<file path="src/rtl/arnold_reset_sequencer.sv">
// Reset/clock-divider sequencer for the Arnold clock/reset controller.
// Holds the target in reset for a minimum time plus a settle window before release.
module arnold_reset_sequencer #(
  parameter logic [31:0] DEFAULT_CLKDIV = 32'd0,
  parameter int unsigned RST_CYCLES     = 16,
  parameter int unsigned SETTLE_CYCLES  = 64,
  parameter int unsigned CNT_W          = 16
) (
  input  logic        clk,
  input  logic        rst_n,
  input  logic        cmd_valid_i,
  output logic        cmd_ready_o,
  input  logic [1:0]  cmd_op_i,
  input  logic [31:0] cmd_data_i,
  input  logic        abort_i,
  output logic [31:0] control_o,
  output logic [31:0] clkdiv_o,
  output logic [1:0]  state_o,
  output logic        busy_o,
  output logic        done_o
);

  typedef enum logic [1:0] {
    StHold   = 2'd0,
    StAssert = 2'd1,
    StSettle = 2'd2,
    StRun    = 2'd3
  } state_e;

  localparam logic [1:0] OpNop      = 2'b00;
  localparam logic [1:0] OpSetDiv   = 2'b01;
  localparam logic [1:0] OpResetRun = 2'b10;
  localparam logic [1:0] OpHold     = 2'b11;

  localparam int unsigned     RstEff     = (RST_CYCLES == 0) ? 1 : RST_CYCLES;
  localparam bit              SkipSettle = (SETTLE_CYCLES == 0);
  localparam logic [CNT_W-1:0] RstLast    = CNT_W'(RstEff - 1);
  localparam logic [CNT_W-1:0] SettleLast = CNT_W'(SETTLE_CYCLES - 1);
  localparam logic [CNT_W-1:0] CntMax     = '1;

  state_e           state_q, state_d;
  logic [CNT_W-1:0] cnt_q, cnt_d;
  logic             resume_q, resume_d;
  logic [31:0]      clkdiv_q, clkdiv_d;
  logic             release_q, release_d;
  logic             done_q, done_d;
  logic             busy_q, busy_d;
  logic             ready_q, ready_d;
  logic             accept;
  state_e           exit_state;

  assign cmd_ready_o = ready_q & ~abort_i;
  assign accept      = cmd_valid_i & cmd_ready_o;
  assign exit_state  = resume_q ? StRun : StHold;

  always_comb begin
    state_d  = state_q;
    cnt_d    = (cnt_q == CntMax) ? cnt_q : cnt_q + 1'b1;
    resume_d = resume_q;
    clkdiv_d = clkdiv_q;
    if (abort_i) begin
      state_d  = StHold;
      cnt_d    = '0;
      resume_d = 1'b0;
    end else begin
      unique case (state_q)
        StHold, StRun: begin
          cnt_d = '0;
          if (accept) begin
            case (cmd_op_i)
              OpSetDiv: begin
                clkdiv_d = cmd_data_i;
                resume_d = (state_q == StRun);
                state_d  = StAssert;
              end
              OpResetRun: begin
                resume_d = 1'b1;
                state_d  = StAssert;
              end
              OpHold:  state_d = StHold;
              OpNop:   ;
              default: ;
            endcase
          end
        end
        StAssert: begin
          if (cnt_q == RstLast) begin
            cnt_d   = '0;
            state_d = SkipSettle ? exit_state : StSettle;
          end
        end
        StSettle: begin
          if (cnt_q == SettleLast) begin
            cnt_d   = '0;
            state_d = exit_state;
          end
        end
        default: state_d = StHold;
      endcase
    end

    // Outputs are decoded from the next state so they change on the same edge as state.
    release_d = (state_d == StRun);
    done_d    = (state_d == StRun) && (state_q != StRun);
    busy_d    = (state_d == StAssert) || (state_d == StSettle);
    ready_d   = (state_d == StHold) || (state_d == StRun);
  end

  always_ff @(posedge clk or negedge rst_n) begin
    if (!rst_n) begin
      state_q   <= StHold;
      cnt_q     <= '0;
      resume_q  <= 1'b0;
      clkdiv_q  <= DEFAULT_CLKDIV;
      release_q <= 1'b0;
      done_q    <= 1'b0;
      busy_q    <= 1'b0;
      ready_q   <= 1'b1;
    end else begin
      state_q   <= state_d;
      cnt_q     <= cnt_d;
      resume_q  <= resume_d;
      clkdiv_q  <= clkdiv_d;
      release_q <= release_d;
      done_q    <= done_d;
      busy_q    <= busy_d;
      ready_q   <= ready_d;
    end
  end

  assign control_o = {31'b0, release_q};
  assign clkdiv_o  = clkdiv_q;
  assign state_o   = state_q;
  assign busy_o    = busy_q;
  assign done_o    = done_q;

endmodule
</file>
<file path="config.mk">
export PLATFORM = sky130hd
export DESIGN_NAME = arnold_reset_sequencer
export DESIGN_NICKNAME = d
export VERILOG_FILES = /design/src/rtl/arnold_reset_sequencer.sv
export SDC_FILE = /design/constraint.sdc
export NUM_CORES = 1
export LEC_CHECK = 0
export BUFFER_PORTS_ARGS = -buffer_cell sky130_fd_sc_hd__buf_2
export CAP_MARGIN = 20
export CORE_MARGIN = 2
export CORE_UTILIZATION = 30
export DETAILED_ROUTE_END_ITERATION = 6
export SLEW_MARGIN = 10
export SYNTH_ARGS = -nofsm -noshare
export SYNTH_HDL_FRONTEND = slang
export SYNTH_SLANG_ARGS = --single-unit
export TNS_END_PERCENT = 10
</file>
<file path="constraint.sdc">
create_clock -name clk -period 2.3 [get_ports clk]
set_input_delay 0.345 -clock clk [delete_from_list [all_inputs] [get_ports clk]]
set_output_delay 0.345 -clock clk [all_outputs]
set_load 0.05 [all_outputs]
</file>
* Yosys cells after proc, flatten, opt, wreduce, memory -nomap -nowiden *
Cells that the tools add are included.

storage, ports and cells
  input bits = 38
  bits in registers = 55
  word-level logic and storage cells = 53
  output and inout bits = 69

operators by class
  equal/unequal tests = 13
  reduce and logical (&&, ||, !) cells = 12
  add/sub/neg operators = 1
  mux-type cells = 16
  bitwise operators = 3

operators by type and width
  cell                                                  count
  two-way mux 16 bit                                    4
  one-hot mux 16 bit (3 select lines)                   1
  adder 16 x 1 -> 16 bit, second input constant         1
  equality test 16 bit, second input constant           1
  equality test 16 x 4 -> 1 bit, second input constant  1
  equality test 16 x 6 -> 1 bit, second input constant  1
  equality test 2 bit, second input constant            6
  two-way mux 2 bit                                     5
  equality test 2 x 1 -> 1 bit, second input constant   3
  one-hot mux 2 bit (3 select lines)                    1
  logical NOT 2 bit                                     2
  one-hot mux 2 bit (2 select lines)                    1
  AND reduction 4 bit                                   1
  nonzero test 2 bit                                    2
  OR reduction 2 bit                                    2
  two-way mux 1 bit                                     3
  AND reduction 3 bit                                   1
  nonzero test 3 bit                                    1
  bitwise AND 1 bit                                     2
  logical OR 1 bit                                      2
  inequality test 2 bit, second input constant          1
  one-hot mux 1 bit (2 select lines)                    1
  logical AND 1 bit                                     1
  NOT 1 bit                                             1

* Depth between registers and ports, before layout *
Gate-level depths: netlist (run 1).

  word-level depth = 8
  gate-level depth with buffers = 8
  mapped depth without buffers = 8

* Least setup slack after synthesis (run 1) *
No wires, ideal clock.

  path type = reg-to-reg
  from = reg state_q[0], in the netlist state_o[0]
  to = reg clkdiv_q[10], in the netlist clkdiv_o[10]
  stages on the path, launching flop included = 7
  required time = 2.175 ns
  buffers on the path = 1
  path slack = 0.136 ns
  library setup time = 0.125 ns
  arrival time = 2.039 ns
  clock period less this slack = 2.164 ns
  path through = dfrtp_1 -> inv_1 -> ha_1 -> and4b_1 -> nand2_1 -> buf_2 -> mux2_2

between the ends
  word-level cells in the longest chain between the ends = 3
  elaborated cells between the ends (all ways) = 4
  those cells by class = eq/ne (1); reduce/logical (3)

ends and longest elaborated chain
  item                                                      line  text
  start: declaration                                        41    state_e state_q, state_d;
  start signal: assignment                                  111   state_q <= StHold;
  start signal: assignment                                  120   state_q <= state_d;
  equality test 2 bit or logical NOT 2 bit (tied branches)  66    unique case (state_q)
  OR reduction 2 bit (*)                                    66
  AND reduction 4 bit (no source line) (*)                  -
  end signal: assignment                                    123   clkdiv_q <= clkdiv_d;
  end: declaration                                          44    logic [31:0] clkdiv_q, clkdiv_d;

Mark *: on every way between the ends. The rest lies on a longest branch, timed or not.
A chain may end at the register's enable or synchronous reset.

* Final worst setup path (run 1) *
  from = reg cnt_q[6]
  to = reg busy_q, in the netlist busy_o

between the ends
  word-level cells in the longest chain between the ends = 6
  elaborated cells between the ends (all ways) = 9
  those cells by class = eq/ne (4); mux (4); reduce/logical (1)

ends and longest elaborated chain
  item                                                                            line    text
  start: declaration                                                              42      logic [CNT_W-1:0] cnt_q, cnt_d;
  start signal: assignment                                                        121     cnt_q <= cnt_d;
  equality test 16 x 6 -> 1 bit or equality test 16 x 4 -> 1 bit (tied branches)  93, 87
  two-way mux 2 bit, on equally long branches                                     93, 87
  one-hot mux 2 bit (3 select lines) (*)                                          66
  two-way mux 2 bit (*)                                                           61      if (abort_i) begin
  net state_d[1]                                                                  41
  equality test 2 x 1 -> 1 bit or equality test 2 bit (tied branches)             105     busy_d = (state_d == StAssert) || (state_d == StSettle);
  logical OR 1 bit (*)                                                            105
  net busy_d                                                                      47      logic busy_q, busy_d;
  end signal: assignment                                                          126     busy_q <= busy_d;
  end: declaration                                                                47

The timed path passes the listed nets; every way through them passes the cells marked *.

==> run_results.csv, run 1 <==
group,metric,value,unit
power,leakagePower,1.58,nW
power,p_switching,2.18,mW
grt,antenna_found_initial,0,
grt,grtUsageTotal,0.100,
floorplan,die_w,102,um
setup_path,arrival,2170,ps
placed_design,port_buffers,75,
layout,area.sequential,1380,um^2
layout,drive_above_1_share,0.431,
clock_tree,clockRootBuffer,"clkbuf_8",
timing,clock-skew-final,9.30,ps
clock_tree,htree_levels,2,
setup_path,cp_slowest_stage_delay,460,ps
yosys,synth_area,2860,um^2
min_path,hold_path.class,"in -> reg",
grt,grt_pass1_vias,1779,
timing,setup_viol,0,
route,vias,1993,
route,detail_route.vias_per_cell,4.44,
yosys,synth_area_per_cell,11.9,um^2
layout,final_cell_mix,"buf_2 (75), dfrtp_1 (54), mux2_2 (32)",
clock_tree,post_cts.repair.setup_buffers,0,
power,seq_power_share,0.337,
layout,area_delta_synth_final,18.0,%
power,pwr_density_cell,1270,nW/um^2
yosys,synth_top_flop_cell,"dfrtp_1",
route,antenna_left,0,
yosys,synth-edff-count,0,
setup_path,crit_family,"simple AND/OR/NAND/NOR gates",
yosys,yosysWarnings,0,
layout,insertedDiodeCount,0,
clock_tree,hold_buffers,1,
yosys,synth_cell_type_count,54,
grt,grt_pass1_wl,8.42,mm
power,p_sw_frac,0.508,
layout,multi_input_area,1270,um^2
timing,worst_slew_pin_slew,628,ps
timing,setup_tns,0,ps
flow_run,cap_viol_max_count,0,
yosys,postSynth.asyncResetShare,1.00,
power,combPwrFrac,0.532,
timing,finalHoldViolations,0,
timing,fin_crit,1970,ps
setup_path,cp.required,2500,ps
power,intPower,2.11,mW
setup_path,crit_chain,"nor4_1, nand4_1, o21ba_2, a31oi_1, ha_1",
power,p_clk_frac,0.132,
outcome,status,"finished clean",
yosys,syn_inst,241,
floorplan,fp.coreArea,9240,um^2
route,routed_wl,5.46,mm
setup_path,critPathBufInv,0,
setup_path,slowest_stage,"dfrtp_1",
layout,fillCellCount,936,
route,drc,0,
clock_tree,cts_sinks,55,
placed_design,globalplace.congestion,0.782,
grt,grt.overflow.total,0,
clock_tree,cts_resized,0,
clock_tree,clk_latency,310,ps
clock_tree,cts_tree,"done",
setup_path,end_kind,"register",
floorplan,die_h,102,um
timing,whs,253,ps
grt,grt_max_degree,33,
setup_path,cp_max_fo,5,
clock_tree,ctsLongestPathBuffers,2,
yosys,synth_seq_cells,55,
clock_tree,cts_buffers,5,
route,drtIter0Drc,96,
setup_path,critPathKind,"reg -> reg",
timing,grt_setup_unrepaired,"no",
route,drtPass1Iterations,4,
route,wire_per_inst,12.2,um
yosys,yosysSeqAreaShare,0.481,
floorplan,die_area,10300,um^2
layout,final_nets,365,
clock_tree,clkTransAtPathRegs,110,ps
timing,max_freq,507,MHz
floorplan,rows,35,
floorplan,io_pins,107,
layout,layout_commonest_cell,"buf_2",
timing,finalMaxSlewViolations,0,
timing,fin_crit_sh,0.858,
timing,slew_headroom,0.570,
floorplan,initial_core_util,0.310,
setup_path,start_kind,"register",
placed_design,hpwl,3.98,mm
power,vdd_drop_max,0.000464,V
==> registers in the layout (all words and copies together) (netlist names) <==
| signal | cells |
|---|---|
| release_q | 1 |
| clkdiv_o | 32 |
| busy_o | 1 |
| resume_q | 1 |
| ready_q | 1 |
| state_o | 2 |
| done_o | 1 |
| cnt_q | 16 |
==> metal layers <==
metal	global-route usage	part of all wire
met3	0.0248	0.069
met5	0	0
met4	0.0218	0.0066
met1	0.141	0.48
met2	0.156	0.45
==> power groups by stage <==
stage	logic [mW]	clock network, mW	registers, mW
floorplan	0.744	0	2.58
global placement	2.29	0	1.46
detailed placement	2.30	0	1.47
CTS	2.31	0.603	1.45
global route	2.42	0.644	1.49
finish	2.29	0.565	1.45
==> through the flow <==
stage | instance area (um^2) | cells | power, mW | utilization | worst slack (ps)
detailed placement | 3270 | 440 | 3.78 | 0.354 | 337
global route | 3380 | 449 | 4.55 | 0.365 | 110
CTS | 3380 | 449 | 4.36 | 0.365 | 321
finish | 3380 | 449 | 4.30 | 0.365 | 328
floorplan | 2970 | 271 | 3.32 | - | 136
global placement | 3270 | 440 | 3.75 | 0.354 | 359
==> cells in the mapped netlist, types with 4 or more instances <==
library cell   n  area [um^2]
nand4_1        5         31.3
nor3_1         8         40.0
a211oi_1       7         52.6
o21ai_0        4         20.0
ha_1           8          100
nor2_1         5         18.8
nand2_1        8         30.0
nand3_1        7         35.0
inv_1          7         26.3
nor4_1         7         43.8
mux2_2        32          360
dfrtp_1       54         1350
buf_4         33          248
==> worst paths after layout <==
check | start | to | slack [ps] | cells past startpoint
min in group asynchronous | rst_n | clkdiv_o[3] | 480 | 2
worst min register to register | clkdiv_o[20] | clkdiv_o[20] | 510 | 1
max in group asynchronous | rst_n | ready_q | 1150 | 3
worst max-delay path | cnt_q[6] | busy_o | 330 | 5
worst max register to register | cnt_q[6] | busy_o | 330 | 5
worst min-delay path | cmd_data_i[25] | clkdiv_o[25] | 250 | 2
==> layout make-up <==
class	count	area share
Clock buffer	5	0.0204
Clock inverter	3	0.00852
Inverter	7	0.00778
Multi-Input combinational cell	168	0.376
Sequential cell	55	0.408
Tap cell	129	0.0478
Timing Repair Buffer	82	0.131
==> cell families after synthesis <==
| group | Yosys count | share of synthesized area |
|---|---|---|
| muxes | 35 | 0.136 |
| AOI/OAI and AO/OA | 28 | 0.0835 |
| and+or+nand+nor | 62 | 0.136 |
| xor gates and xnor gates | 4 | 0.0122 |
| other | 1 | 0.00131 |
| DFF | 55 | 0.481 |
| buffers and inverters | 48 | 0.114 |
| adders and majority gates | 8 | 0.0350 |
Note: power is estimated with default switching activity, not from simulation.
==> run 2, diff against run 1 <==
--- a/config.mk
+++ b/config.mk
@@ -9,2 +9,3 @@
 export CAP_MARGIN = 20
+export CORE_ASPECT_RATIO = 0.7
 export CORE_MARGIN = 2
@@ -12,2 +13,3 @@
 export DETAILED_ROUTE_END_ITERATION = 6
+export SKIP_CTS_REPAIR_TIMING = 1
 export SLEW_MARGIN = 10
==> constraint.sdc (replaced) <==
create_clock -name clk -period 2.3 [get_ports clk]
set_input_delay 0.23 -clock clk [delete_from_list [all_inputs] [get_ports clk]]
set_output_delay 0.23 -clock clk [all_outputs]
set_load 0.05 [all_outputs]
==> run 2 against run 1 <==
  * Clock skew is 0.72 ps lower
  * Utilization is 0.98 points higher
  * Register-to-register slack worse by 190 ps
  * Critical endpoint unchanged
==> run_results.csv, run 2 (synthesis gave the netlist of run 1 again) <==
group,metric,value,unit
power,total_power,4.66,mW
timing,grt_setup_unrepaired,"no",
layout,drive_above_1_share,0.434,
setup_path,crit_chain,"nor4_1, nand4_1, o21ba_2, o22ai_1, ha_1",
setup_path,cp_slowest_stage_delay,460,ps
setup_path,cp.required,2480,ps
route,wl_met1,2.75,mm
placed_design,port_buffers,75,
layout,insertedDiodeCount,0,
timing,whs,55.2,ps
setup_path,cp_max_fo,7,
clock_tree,ctsLongestPathBuffers,2,
route,wl_met2,2.70,mm
clock_tree,clk_latency,290,ps
timing,max_freq,463,MHz
outcome,status,"finished clean",
route,route.met3.wl,317,um
min_path,hold_path.class,"in -> async",
layout,final_cell_count_no_fill,444,
route,drtIter0Drc,92,
layout,final_nets,365,
floorplan,rows,29,
clock_tree,clkTransAtPathRegs,70,ps
setup_path,arrival,2340,ps
floorplan,die_area,10300,um^2
grt,grtUsageTotal,0.116,
timing,clock-skew-final,8.57,ps
floorplan,io_pins,107,
grt,grt_max_degree,56,
power,vdd_drop_max,0.000610,V
setup_path,end_kind,"register",
grt,grt_pass1_vias,1953,
power,pwr_density_cell,1350,nW/um^2
layout,layout_commonest_cell,"buf_2",
grt,grt_pass1_wl,9.58,mm
clock_tree,cts_sinks,55,
route,antenna_left,0,
timing,setup_tns,0,ps
power,leakagePower,1.61,nW
route,drc,0,
setup_path,critPathKind,"reg -> reg",
timing,slew_headroom,0.543,
layout,area_delta_synth_final,20.4,%
placed_design,dp.cells,436,
route,vias,1991,
route,routed_wl,5.83,mm
route,top_layer,"met4",
flow_run,cap_viol_max_count,0,
timing,setup_viol,0,
floorplan,fp.coreArea,9180,um^2
route,drtPass1Iterations,4,
setup_path,start_kind,"register",
floorplan,die_w,121,um
placed_design,place_area,3270,um^2
grt,grt.overflow.total,0,
setup_path,slowest_stage,"dfrtp_1",
floorplan,die_h,85.7,um
clock_tree,htree_levels,2,
route,wire_per_inst,13.1,um
timing,finalHoldViolations,0,
timing,finalMaxSlewViolations,0,
route,detail_route.vias_per_cell,4.48,
layout,final_cell_mix,"buf_2 (75), dfrtp_1 (54), mux2_2 (32)",
clock_tree,cts_tree,"done",
placed_design,globalplace.congestion,0.850,
placed_design,hpwl,4.35,mm
layout,largest_reg_flops,32,
layout,final_area,3440,um^2
clock_tree,cts_buffers,5,
floorplan,initial_core_util,0.312,
grt,antenna_found_initial,0,
timing,fin_crit,2160,ps
timing,worst_slew_pin_slew,686,ps
clock_tree,clockRootBuffer,"clkbuf_16",
timing,fin_crit_sh,0.939,
==> run 2: cell count changes in the layout (fill, tap and decap cells not counted), sizes merged <==
| cell | change |
|---|---|
| clkbuf | +1 |
| clkinv | -1 |
| bufinv | +1 |
| dlygate4sd3 | -1 |
| inv | -1 |
| buf | +1 |
==> run 2: power breakdown <==
group          internal (mW)  switching (mW)
clock                  0.542           0.342
combinational          0.600            1.71
sequential              1.30           0.162
total                   2.44            2.22
==> run 2: path summary, 6_finish.rpt <==
path | depth (start not counted) | from | to | slack (ps)
max reg2reg | 5 | cnt_q[8] | busy_o | 140
max | 5 | cnt_q[8] | busy_o | 140
max in group asynchronous | 2 | rst_n | clkdiv_o[17] | 1780
min in group clk | 2 | cmd_data_i[7] | clkdiv_o[7] | 160
min | 2 | rst_n | cnt_q[11] | 60
min reg2reg | 1 | clkdiv_o[1] | clkdiv_o[1] | 500
==> run 2: worst max-delay path: cells and delay by family (launching register included) <==
| kind | cells | cell delay, ps |
|---|---|---|
| DFF | 1 | 460 |
| and+or+nand+nor | 2 | 750 |
| adders and majority gates | 1 | 290 |
| AOI/OAI and AO/OA | 2 | 540 |
==> run 2: metrics by stage <==
| step | util | setup slack (ps) |
|---|---|---|
| floorplan | - | 136 |
| global placement | 0.356 | 186 |
| detailed placement | 0.356 | 213 |
| CTS | 0.375 | 193 |
| global route | 0.375 | 16.2 |
| finish | 0.375 | 140 |
==> run 2: per-layer routing <==
layer	up-vias	GRT usage
met5	-	0
met2	67	0.182
met1	954	0.160
li1	964	-
met4	0	0.0349
met3	6	0.0293
==> run 2: cell type report <==
class	instances	area [um^2]
multi-input combinational	168	1270
timing repair buffer	82	440
inverter	7	26.3
clock inverter	2	35.0
fill	918	5740
tap	124	155
clock buffer	6	139
sequential	55	1380
